==> src/rtl/rrp_otf_conv.sv <==
// On-the-fly conversion of one radix-RADIX signed-digit word (MSD first, one digit
// per clock) into a two's-complement integer, with valid/ready on both sides.
module rrp_otf_conv #(
    parameter int RADIX = 8,
    parameter int WIDTH = 6,
    localparam int K = $clog2(RADIX),
    localparam int D = K + 1,
    localparam int N = D * WIDTH,
    localparam int B = K * WIDTH + 1
) (
    input  logic         clock,
    input  logic         reset_n,
    input  logic [N-1:0] in_data,
    input  logic         in_valid,
    output logic         in_ready,
    output logic [B-1:0] out_data,
    output logic         out_valid,
    input  logic         out_ready,
    output logic         out_err
);

    localparam int CW = (WIDTH > 1) ? $clog2(WIDTH) : 1;
    localparam logic [B-1:0] RADIX_B    = B'(RADIX);
    localparam logic [B-1:0] RADIX_M1_B = B'(RADIX - 1);
    localparam logic [B-1:0] ONE_B      = B'(1);
    localparam logic [D-1:0] ILLEGAL    = {1'b1, {K{1'b0}}};

    typedef enum logic [1:0] {
        IDLE = 2'd0,
        CONV = 2'd1,
        DONE = 2'd2
    } state_t;

    state_t         state_reg, state_next;
    logic [N-1:0]   word_reg, word_next;
    logic [CW-1:0]  cnt_reg, cnt_next;
    logic [B-1:0]   q_reg, q_next;
    logic [B-1:0]   qm_reg, qm_next;
    logic           err_reg, err_next;

    logic [D-1:0]   digit_arr [WIDTH];
    logic [D-1:0]   d_raw;
    logic [B-1:0]   d_ext;
    logic [B-1:0]   q_shift;
    logic [B-1:0]   qm_shift;
    logic           d_neg;
    logic           d_zero;

    genvar gi;
    generate
        for (gi = 0; gi < WIDTH; gi++) begin : g_digit
            assign digit_arr[gi] = word_reg[gi*D +: D];
        end
    endgenerate

    assign d_raw    = digit_arr[cnt_reg];
    assign d_ext    = B'($signed(d_raw));
    assign d_neg    = d_raw[D-1];
    assign d_zero   = (d_raw == '0);
    assign q_shift  = q_reg << K;
    assign qm_shift = qm_reg << K;

    always_ff @(posedge clock or negedge reset_n) begin
        if (!reset_n) begin
            state_reg <= IDLE;
            word_reg  <= '0;
            cnt_reg   <= '0;
            q_reg     <= '0;
            qm_reg    <= '1;
            err_reg   <= 1'b0;
        end else begin
            state_reg <= state_next;
            word_reg  <= word_next;
            cnt_reg   <= cnt_next;
            q_reg     <= q_next;
            qm_reg    <= qm_next;
            err_reg   <= err_next;
        end
    end

    always_comb begin
        state_next = state_reg;
        word_next  = word_reg;
        cnt_next   = cnt_reg;
        q_next     = q_reg;
        qm_next    = qm_reg;
        err_next   = err_reg;
        case (state_reg)
            IDLE: begin
                if (in_valid) begin
                    word_next  = in_data;
                    cnt_next   = CW'(WIDTH - 1);
                    q_next     = '0;
                    qm_next    = '1;
                    err_next   = 1'b0;
                    state_next = CONV;
                end
            end
            CONV: begin
                // Q and QM = Q-1 are both kept so a negative digit never needs a borrow chain
                q_next  = d_neg ? (qm_shift + RADIX_B + d_ext) : (q_shift + d_ext);
                qm_next = (!d_neg && !d_zero) ? (q_shift + d_ext - ONE_B)
                                              : (qm_shift + RADIX_M1_B + d_ext);
                err_next = err_reg | (d_raw == ILLEGAL);
                if (cnt_reg == '0) begin
                    state_next = DONE;
                end else begin
                    cnt_next = cnt_reg - CW'(1);
                end
            end
            DONE: begin
                if (out_ready) begin
                    state_next = IDLE;
                end
            end
            default: begin
                state_next = IDLE;
            end
        endcase
    end

    assign in_ready  = (state_reg == IDLE);
    assign out_valid = (state_reg == DONE);
    assign out_data  = q_reg;
    assign out_err   = err_reg;

endmodule
==> config.mk <==
export PLATFORM = sky130hd
export DESIGN_NAME = rrp_otf_conv
export DESIGN_NICKNAME = d
export VERILOG_FILES = /design/src/rtl/rrp_otf_conv.sv
export SDC_FILE = /design/constraint.sdc
export NUM_CORES = 1
export LEC_CHECK = 0
export ABC_AREA = 1
export BUFFER_PORTS_ARGS = -buffer_cell sky130_fd_sc_hd__buf_4
export CAP_MARGIN = 10
export CORE_ASPECT_RATIO = 1.1
export CORE_UTILIZATION = 55
export DETAILED_ROUTE_END_ITERATION = 10
export PLACE_DENSITY_LB_ADDON = 0.12
export SLEW_MARGIN = 20
export SYNTH_ARGS = -nofsm -noshare
export SYNTH_HDL_FRONTEND = slang
export SYNTH_SLANG_ARGS = --single-unit
==> constraint.sdc <==
create_clock -name clock -period 4.6 [get_ports clock]
set_input_delay 0.69 -clock clock [delete_from_list [all_inputs] [get_ports clock]]
set_output_delay 0.69 -clock clock [all_outputs]
set_load 0.05 [all_outputs]
== Word-level counts from Yosys, hierarchy flattened ==
Cells that the tools add are included.

* Register bits after elaboration: 65
* Bits of input ports: 28
* Output and inout port bits: 22
* Logic and storage cells: 52

* Bitwise logic cells: 2
* Reduce and logical (&&, ||, !) cells: 11
* Equal/unequal tests: 7
* Multiplexer cells: 18
* Add/sub/neg operators: 7
* Magnitude comparators: 1

{| class="wikitable"
|+ Operators by type and width
! operator !! count
|-
| adder 19 bit || 2
|-
| two-way mux 19 bit || 2
|-
| one-hot mux 19 bit (2 select lines) || 1
|-
| two-way mux 16 bit || 2
|-
| one-hot mux 16 bit (2 select lines) || 1
|-
| adder 19 x 4 -> 19 bit, second input constant || 1
|-
| adder 16 bit || 1
|-
| adder 16 x 3 -> 16 bit, second input constant || 1
|-
| subtractor 16 x 1 -> 16 bit, second input constant || 1
|-
| binary-select mux 4 bit (select 3 bit) || 1
|-
| two-way mux 4 bit || 2
|-
| two-way mux 2 bit || 3
|-
| two-way mux 3 bit || 2
|-
| inequality test 2 bit, second input constant || 3
|-
| one-hot mux 2 bit (3 select lines) || 1
|-
| one-hot mux 3 bit (2 select lines) || 1
|-
| AND reduction 3 bit || 2
|-
| equality test 4 bit, second input constant || 1
|-
| >= comparator 4 bit, second input constant || 1
|-
| logical NOT 4 bit || 1
|-
| inverter 3 -> 4 bit || 1
|-
| AND reduction 2 bit || 2
|-
| logical NOT 3 bit || 1
|-
| subtractor 3 x 1 -> 3 bit, second input constant || 1
|-
| 10 further kinds || 11
|}

== Depth between registers and ports, before layout ==
Gate-level depths: netlist of the first run.

* Depth in word-level cells: 9
* Gate-level depth with buffers: 27
* Depth with buffers taken out: 25

== Least setup slack after synthesis of the first run ==
OpenSTA, ideal clock, no wires.

* Kind: reg2reg
* Start: register cnt_reg[0]
* End: register q_reg[16], in the netlist out_data[16]
* Arrival: 3.786 ns
* Period minus slack after synthesis: 3.904 ns
* Cell stages (with the launch flop): 26
* Path slack: 0.696 ns
* Library setup time: 0.118 ns
* Cell sequence: dfrtp_1 inv_2 buf_6 nor2_1 o22ai_1 nand2_1 nand2_2 buf_2 ha_1 ha_1 inv_1 fa_1 inv_1 a21oi_1 o21ai_0 nand2_1 nand2_1 nand2_1 nand2_1 inv_1 o21ai_0 nand2_1 inv_1 o21ai_0 nand3_1 nand2_1

* Longest elaborated chain between the ends: 7

{| class="wikitable"
|+ Ends and longest elaborated chain
! what !! line !! text
|-
| from (decl) || 36 || <nowiki>logic [CW-1:0] cnt_reg, cnt_next;</nowiki>
|-
| from (signal assigned) || 74 || <nowiki>cnt_reg <= cnt_next;</nowiki>
|-
| inverter 3 -> 4 bit (implied by the code) * || 56 || <nowiki>assign d_raw = digit_arr[cnt_reg];</nowiki>
|-
| binary-select mux 4 bit (select 3 bit) * || 56 ||
|-
| two-way mux 4 bit (implied by the code) * (2 in a row) || 56 ||
|-
| adder 19 bit (on tied branches) || n/a ||
|-
| two-way mux 19 bit * || 101 || <nowiki>q_next = d_neg ? (qm_shift + RADIX_B + d_ext) : (q_shift + d_ext);</nowiki>
|-
| one-hot mux 19 bit (2 select lines) * || 88 || <nowiki>case (state_reg)</nowiki>
|-
| to (signal assigned) || 75 || <nowiki>q_reg <= q_next;</nowiki>
|-
| to (decl) || 37 || <nowiki>logic [B-1:0] q_reg, q_next;</nowiki>
|}

Mark *: on every way between the ends. The rest lies on a longest branch, timed or not. The select of a mux whose other input is x is not followed.
A chain may end at the register's enable or synchronous reset.

== Worst setup path after layout of the first run ==
Same ends and word-level chain as after synthesis.

==> results.toml, run 1 <==
[timing]
setup_viol = 0
drv_slew = 0
fin_crit_ns = 3.78
tightest_slew_ns = 0.865
relSlewSlack_pct = 42.4
max_freq_ghz = 0.265
finalHoldViolations = 0
setup_tns_ns = 0
rsz0062_at_grt = "false"
finClkSkew_ns = 0.00958
fin_crit_sh_pct = 82.1
setup_ws_ns = 0.825

[clocking]
h-tree-depth = 3
cts_tree = "done"
insertion_delay_ns = 0.35
clockRootBuffer = "clkbuf_8"
cts_sinks = 65
cts_resized = 0
cts_setup_buffers = 0
clk_pin_slew_worst_paths_ns = 0.08
cts_hold_buf = 0
numCtsBuffers = 9
cts_max_path_buffers = 2

[yosys]
synth_edf_count = 0
ys_types = 45
syn_area_um2 = 5710
synth-async-reset-ratio_pct = 100
netlist_instances = 828
synth.top_cell.area_share_pct = 21.5
yosys_register_bits = 65
avgSynthCellArea_um2 = 6.90
synth_area_leader_cell = "dfrtp_1"
syn_nets = 916
ys.flop_type = "dfrtp_1"
yosysWarningCount = 0
synth_area_leaders = "dfrtp_1 (21%), nand2_1 (18%), ha_1 (11%)"
seq_area_frac_synth_pct = 28.8

[hold_path]
min_path_type = "input port to asynchronous set/reset pin"

[floorplan]
die_h_um = 109
design.die.area_um2 = 10800
rows = 38
core_um2 = 9980
ios = 50
dieWidth_um = 99.2
initial_core_util_pct = 57.2

[critical_path]
cpMaxStageDelayCell = "dfrtp_1"
path_max_fanout = 29
r2r-start = "cnt_reg[0]"
path_common_cell = "nand2_1"
path_cells = "inv_2, o21ai_1, o22ai_1, nand2_1, nand2_2, buf_4, ha_1, fa_1, inv_1, o21ai_0, nand2_1, nand2_1, nand2_1, nand2_1, inv_1, o21ai_0, nand2_1, inv_1, o21ai_0, nand3_1, nand2_1"
endpoint_kind = "flip-flop"
r2r_slack_ns = 0.82
start_kind = "flip-flop"
cpPeakStageDelay_ns = 0.60
cp.arrival_ns = 4.03
cp-startpoint = "cnt_reg[0]"
path_class = "flip-flop to flip-flop"
critPathRequiredTime_ns = 4.85

[finish]
postLayoutCoreUtil_pct = 64.1
diodes = 0
nets = 964
areaGrowthSynthToFinish_pct = 12.1
drive_gt1_share_pct = 14.0
fillerInstances = 936
largest_reg_flops = 24

[routing]
vias_per_cell = 5.48
routedWlPerCell_um = 14.5
ant_nets = 0
drt_pass1_iterations = 5
drt_iter0_markers = 230
via_count = 5485
wl_um = 14500
drcViolationCount = 0

[global_routing]
grt_pass1_vias = 5283
grt_max_degree = 66
grt_util_all_layers_pct = 29.3
overflow = 0
antenna_found_initial = 0
grt_pass1_wl_um = 24600

[run]
cap_violations = 0

[placement]
place_worst_setup_slack_ns = 0.850
port_buffers = 49
place.gp.congestion = 0.937
place_hpwl_um = 11100

[run_status]
run_status = "finished, final reports clean"
-- stage by stage --
stage	instances	cell area, um^2	hold WS [ns]
6_report	1001	6400	0.435
5_1_grt	1001	6400	0.494
4_1_cts	1001	6400	0.465
3_5_place_dp	985	6180	0.471
3_3_place_gp	985	6180	0.465
2_1_floorplan	828	5710	0.394
-- routing by layer --
| layer | GRT usage, % | vias up | routed length, um |
|---|---|---|---|
| li1 | - | 2761 | - |
| met1 | 34.5 | 2544 | 6130 |
| met2 | 52.4 | 146 | 7410 |
| met3 | 4.17 | 34 | 513 |
| met4 | 14.6 | 0 | 497 |
| met5 | 0 | - | 0 |
-- cell type report --
type                    instances  area, um^2  area share (%)
flip-flops and latches         65        1650            25.7
well taps                     120         150            2.34
repair buffers                 54         405            6.33
multi-input cells             634        3550            55.5
clock inverters                 6        91.3            1.43
inverters                     112         420            6.56
clock buffers                  10         138            2.15
-- cells in the final DEF (no fill, tap or decap), drive strengths merged --
| cell | count |
|---|---|
| nor2 | 59 |
| or2 | 9 |
| a21oi | 42 |
| nand4 | 4 |
| buf | 54 |
| nor4 | 3 |
| a31oi | 1 |
| nand2 | 282 |
| o21a | 5 |
| nand3 | 62 |
| clkinv | 5 |
| fa | 12 |
| o22ai | 3 |
| inv | 111 |
| o21ai | 66 |
| o21bai | 1 |
| a211oi | 1 |
| ha | 48 |
| bufinv | 2 |
| nor3 | 3 |
| a2bb2oi | 2 |
| dfrtp | 49 |
| xor2 | 13 |
| o211ai | 2 |
| xnor2 | 5 |
| nand3b | 5 |
| clkbuf | 10 |
| o32a | 1 |
| dfstp | 16 |
| o31ai | 1 |
| a32o | 1 |
| a21boi | 3 |
-- final timing paths --
| kind | endpoint | cells after the start |
|---|---|---|
| max | out_data[16] | 21 |
| min | out_data[16] | 1 |
| max reg2reg | out_data[16] | 21 |
| min reg2reg | word_reg[21] | 2 |
| max in group asynchronous | word_reg[7] | 1 |
| min in group clock | word_reg[21] | 2 |
-- Yosys cell counts, types with 2 or more instances --
| library cell | count |
|---|---|
| dfstp_2 | 16 |
| o211ai_1 | 2 |
| nand2_4 | 2 |
| ha_1 | 48 |
| o22ai_1 | 3 |
| dfrtp_1 | 49 |
| nand2_2 | 9 |
| a21boi_1 | 2 |
| nand3_2 | 2 |
| xor2_1 | 13 |
| clkbuf_1 | 10 |
| xnor2_1 | 5 |
| o21ai_0 | 62 |
| or2_2 | 8 |
| a2bb2oi_1 | 2 |
| nor2_2 | 5 |
| inv_1 | 106 |
| nand4_1 | 4 |
| inv_2 | 5 |
| buf_2 | 4 |
| buf_6 | 3 |
| fa_1 | 12 |
| nand3b_1 | 5 |
| o21ai_1 | 4 |
| nor2_1 | 53 |
| nand2_1 | 271 |
| a21oi_4 | 2 |
| o21a_1 | 5 |
| nor4_1 | 3 |
| nor3_1 | 2 |
| a21oi_1 | 39 |
| nand3_1 | 59 |
-- critical path, delay by kind of cell, from the launching register on --
kind	cells	cell delay (ns)
AOI/OAI and AO/OA	5	0.87
and+or+nand+nor	9	0.73
adders and majority gates	2	0.78
DFF	1	0.60
buffers and inverters	5	0.68
-- kinds of logic after synthesis --
logic type	synth area share, %
and+or+nand+nor	32.0
AOI/OAI and AO/OA	12.7
buffers and inverters	8.96
DFF	28.8
adders and majority gates	14.7
xor gates and xnor gates	2.76
Power of run 1 is not shown: default switching activity piles up to over one toggle a cycle in this logic, so the estimate is an artifact.
==> run 2, diff against run 1 <==
==> constraint.sdc (replaced) <==
create_clock -name clock -period 3.5 [get_ports clock]
set_input_delay 0.525 -clock clock [delete_from_list [all_inputs] [get_ports clock]]
set_output_delay 0.525 -clock clock [all_outputs]
set_load 0.05 [all_outputs]
==> results.toml, run 2 (synthesized netlist as in run 1, its figures left out) <==
[placement]
place_inst = 994
port_buffers = 49
place.gp.congestion = 0.965
place_hpwl_um = 11200
place_worst_setup_slack_ns = 0.128

[timing]
relSlewSlack_pct = 43.3
drv_slew = 0
setup_viol = 0
rsz0062_at_grt = "true"
fin_crit_sh_pct = 91.3
fin_crit_ns = 3.20
setup_ws_ns = 0.304
setup_tns_ns = 0
finClkSkew_ns = 0.0122
finalHoldViolations = 0
tightest_slew_ns = 0.851
holdWs_ns = 0.236
max_freq_ghz = 0.313

[clocking]
h-tree-depth = 3
numCtsBuffers = 9
cts_tree = "done"
clk_pin_slew_worst_paths_ns = 0.08
clockRootBuffer = "clkbuf_8"
cts_max_path_buffers = 2
insertion_delay_ns = 0.36
cts_hold_buf = 0
cts_sinks = 65

[finish]
multi_input_area_um2 = 3570
largest_reg_flops = 24
final_cell_mix = "nand2_1 (271), inv_1 (105), buf_4 (66)"
drive_gt1_share_pct = 15.8
mostFrequentLayoutCell = "nand2_1"
nets = 977
stdcell_count = 1014
areaGrowthSynthToFinish_pct = 14.6
fillerInstances = 930
diodes = 0
area.sequential_um2 = 1650

[critical_path]
r2r-start = "cnt_reg[0]"
path_cells = "o21ai_1, o22ai_1, nand2_1, nand2_4, buf_4, ha_1, nand2_1, nor2_1, nand2_1, nand2_1, nand2_1, nand2_1, nand2_1, nor2_1, nand2_2, xor2_1, nand2_1, nand3_1, nand2_1, inv_1"
endpoint_kind = "flip-flop"
critPathCapture = "qm_reg[11]"
ff2ff_path_depth = 20
cp.arrival_ns = 3.51
r2r_slack_ns = 0.30
start_kind = "flip-flop"
cpPeakStageDelay_ns = 0.46
path_class = "flip-flop to flip-flop"
critPathRequiredTime_ns = 3.81
reg2reg_to = "qm_reg[11]"
path_common_cell = "nand2_1"
cp-startpoint = "cnt_reg[0]"
path_max_fanout = 13
cpMaxStageDelayCell = "dfrtp_2"

[floorplan]
rows = 38
core_um2 = 9980
initial_core_util_pct = 57.2
ios = 50
die_h_um = 109
design.die.area_um2 = 10800
dieWidth_um = 99.2

[run]
cap_violations = 0

[hold_path]
min_path_type = "input port to asynchronous set/reset pin"

[routing]
wl_um = 14500
drt_iter0_markers = 240
vias_per_cell = 5.45
drcViolationCount = 0
routedWlPerCell_um = 14.3
drt_pass1_iterations = 5
via_count = 5525
ant_nets = 0

[global_routing]
overflow = 0
use_met3_pct = 4.29
antenna_found_initial = 0
grt_pass1_wl_um = 24800
grt_pass1_vias = 5395
busiest_layer = "met2"
gr-usage-met2_pct = 53.3
met1_usage_pct = 34.2
grt_max_degree = 66
grt_util_all_layers_pct = 29.3

[run_status]
run_status = "finished, final reports clean"
[run 2: cell count changes in the layout (fill, tap and decap cells not counted), sizes merged]
cell / previous run / this run
clkinvlp: 0 / 1
inv: 111 / 112
clkinv: 5 / 2
buf: 54 / 67
bufinv: 2 / 3
[run 2: what timing repair did]
item / in CTS / in global routing
buffers inserted: 0 / 4
endpoints found under the setup margin: 0 / 11
hold endpoints to repair: 0 / 0
resized for setup: 0 / 14
[run 2: metal layers]
layer,wire (um),vias up
met4,534,0
met3,590,46
li1,-,2764
met2,7400,161
met5,0,-
met1,5990,2554
[run 2: critical path: cells and delay by family, from the launching register on]
family	cells	cell delay [ns]
AOI/OAI and AO/OA	2	0.26
xor gates and xnor gates	1	0.15
adders and majority gates	1	0.41
buffers and inverters	2	0.27
DFF	1	0.46
and+or+nand+nor	14	1.60
[run 2: worst min-delay path by stage]
| stage | startpoint | to | cells after the start |
|---|---|---|---|
| after floorplan | reset_n | cnt_reg[0] | 0 |
| after global placement | out_data[17] | out_data[17] | 2 |
| after detailed placement | word_reg[21] | word_reg[21] | 2 |
| after CTS | reset_n | out_data[11] | 1 |
| after global routing | reset_n | out_data[11] | 1 |
| final | reset_n | out_data[11] | 1 |
[run 2: layout make-up]
type | instances | area share (%)
timing repair buffer | 67 | 7.87
multi-input combinational | 634 | 54.5
sequential | 65 | 25.2
tap | 120 | 2.29
inverter | 112 | 6.46
clock buffer | 10 | 1.95
clock inverter | 6 | 1.76
[run 2: per-stage QoR]
stage / utilization, % / area, um^2
after floorplan: - / 5720
final: 65.6 / 6550
after global routing: 65.6 / 6550
after CTS: 65.1 / 6500
after global placement: 62.7 / 6260
after detailed placement: 62.7 / 6260
Power of run 2 is left out for the same reason.
==> run 3, diff against run 2 <==
--- a/config.mk
+++ b/config.mk
@@ -9,6 +9,7 @@
 export BUFFER_PORTS_ARGS = -buffer_cell sky130_fd_sc_hd__buf_4
 export CAP_MARGIN = 10
 export CORE_ASPECT_RATIO = 1.1
+export CORE_MARGIN = 4
 export CORE_UTILIZATION = 55
 export DETAILED_ROUTE_END_ITERATION = 10
 export PLACE_DENSITY_LB_ADDON = 0.12
==> constraint.sdc (replaced) <==
create_clock -name clock -period 2.97 [get_ports clock]
set_input_delay 0.4455 -clock clock [delete_from_list [all_inputs] [get_ports clock]]
set_output_delay 0.4455 -clock clock [all_outputs]
set_load 0.05 [all_outputs]
==> results.toml, run 3 (synthesized netlist as in run 1, its figures left out) <==
[global_routing]
overflow = 0
grt_util_all_layers_pct = 27.5
antenna_found_initial = 0
grt_pass1_vias = 5787
grt_max_degree = 66
grt_pass1_wl_um = 26600

[timing]
setup_viol = 6
max_freq_ghz = 0.325
finClkSkew_ns = 0.0128
drv_slew = 0
fin_crit_sh_pct = 104
rsz0062_at_grt = "true"
relSlewSlack_pct = 41.5
finalHoldViolations = 0
setup_tns_ns = -0.381
tightest_slew_ns = 0.878
fin_crit_ns = 3.08
holdWs_ns = 0.171
setup_ws_ns = -0.111

[clocking]
h-tree-depth = 3
numCtsBuffers = 9
insertion_delay_ns = 0.36
cts_tree = "done"
cts_max_path_buffers = 2
clk_pin_slew_worst_paths_ns = 0.09
clockRootBuffer = "clkbuf_8"
cts_sinks = 65

[floorplan]
core_um2 = 9980
design.die.area_um2 = 12100
rows = 38
dieWidth_um = 105
die_h_um = 115
initial_core_util_pct = 57.2
ios = 50

[critical_path]
critPathRequiredTime_ns = 3.21
worst-path-buf-inv = 5
path_common_cell = "nand2_2"
start_kind = "flip-flop"
cpMaxStageDelayCell = "fa_1"
cp.depth = 21
cp.arrival_ns = 3.32
path_class = "flip-flop to flip-flop"
r2r-start = "cnt_reg[0]"
crit_family = "simple AND/OR/NAND/NOR gates"
cp-startpoint = "cnt_reg[0]"
path_cells = "inv_4, nor2_1, o22ai_1, nand2_1, nand2_4, buf_12, buf_8, ha_4, fa_1, nand2_2, o21a_1, nand2_2, nand2_2, nand2_2, inv_2, o21ai_2, nand2_1, inv_1, o21ai_1, nand3_1, nand2_1"
path_max_fanout = 8
endpoint_kind = "flip-flop"
ff2ff_path_depth = 21
cpPeakStageDelay_ns = 0.58

[finish]
diodes = 0
areaGrowthSynthToFinish_pct = 26.4
mostFrequentLayoutCell = "nand2_1"
final_cell_mix = "nand2_1 (260), buf_4 (120), inv_1 (98)"
nets = 1033
drive_gt1_share_pct = 26.8
largest_reg_flops = 24

[placement]
place_hpwl_um = 12000
port_buffers = 49
place.gp.congestion = 0.924

[routing]
routedWlPerCell_um = 15.3
vias_per_cell = 5.43
drcViolationCount = 0
ant_nets = 0
drt_pass1_iterations = 5
via_count = 5815
wl_um = 16300
drt_iter0_markers = 307

[hold_path]
min_path_type = "input port to asynchronous set/reset pin"

[run_status]
failed_checks = "setup timing"
run_status = "complete, but fails checks"

[run]
cap_violations = 0
[run 3: changes by cell type in the layout (fill, tap and decap cells not counted), moves of 8 or more]
cell,previous run,this run
nor2_1,53,45
a21oi_2,1,10
buf_4,66,120
nand2_1,271,260
nand2_2,8,19
ha_1,47,38
a21oi_1,39,30
[run 3: final cells by class]
type | count | area [um^2]
Clock inverter | 5 | 80.1
Fill cell | 830 | 2770
Sequential cell | 65 | 1650
Tap cell | 120 | 150
Multi-Input combinational cell | 634 | 3820
Clock buffer | 11 | 141
Timing Repair Buffer | 123 | 951
Inverter | 112 | 423
[run 3: what timing repair did]
action | 4_1_cts | 5_1_grt
resized for setup | 15 | 56
hold buffers | 0 | 0
setup endpoints to repair | 17 | 18
buffers inserted | 5 | 9
pin swaps | 8 | 18
[run 3: per-layer routing]
| metal | GRT usage (%) | vias to the layer above | share of wire [%] |
|---|---|---|---|
| li1 | - | 2873 | - |
| met1 | 29.8 | 2716 | 38 |
| met2 | 51.6 | 177 | 53 |
| met3 | 4.04 | 49 | 4.5 |
| met4 | 15.0 | 0 | 4.4 |
| met5 | 0 | - | 0 |
[run 3: final timing paths]
kind | endpoint | slack [ns]
max | out_data[16] | -0.11
max in group asynchronous | cnt_reg[0] | 2.13
min in group clock | word_reg[19] | 0.29
min reg2reg | out_data[17] | 0.48
min | out_data[12] | 0.17
max reg2reg | out_data[16] | -0.11
[run 3: worst reg2reg max path: stages (launching register included)]
cell and delay, ns:
dfrtp_2 0.45, inv_4 0.07, nor2_1 0.12, o22ai_1 0.09, nand2_1 0.10, nand2_4 0.09
buf_12 0.15, buf_8 0.14, ha_4 0.16, fa_1 0.58, nand2_2 0.10, o21a_1 0.21
nand2_2 0.09, nand2_2 0.05, nand2_2 0.07, inv_2 0.05, o21ai_2 0.14, nand2_1 0.07
inv_1 0.06, o21ai_1 0.05, nand3_1 0.08, nand2_1 0.05
[run 3: stage by stage]
stage / setup WS, ns / cell area [um^2] / utilization [%] / instances
after floorplan: -0.190 / 5800 / - / 828
after global placement: -0.0346 / 6670 / 66.8 / 1040
after detailed placement: -0.198 / 6670 / 66.8 / 1040
after CTS: 0.00292 / 6970 / 69.8 / 1061
after global routing: -0.360 / 7220 / 72.3 / 1070
final: -0.111 / 7220 / 72.3 / 1070
Power of run 3 is left out for the same reason.
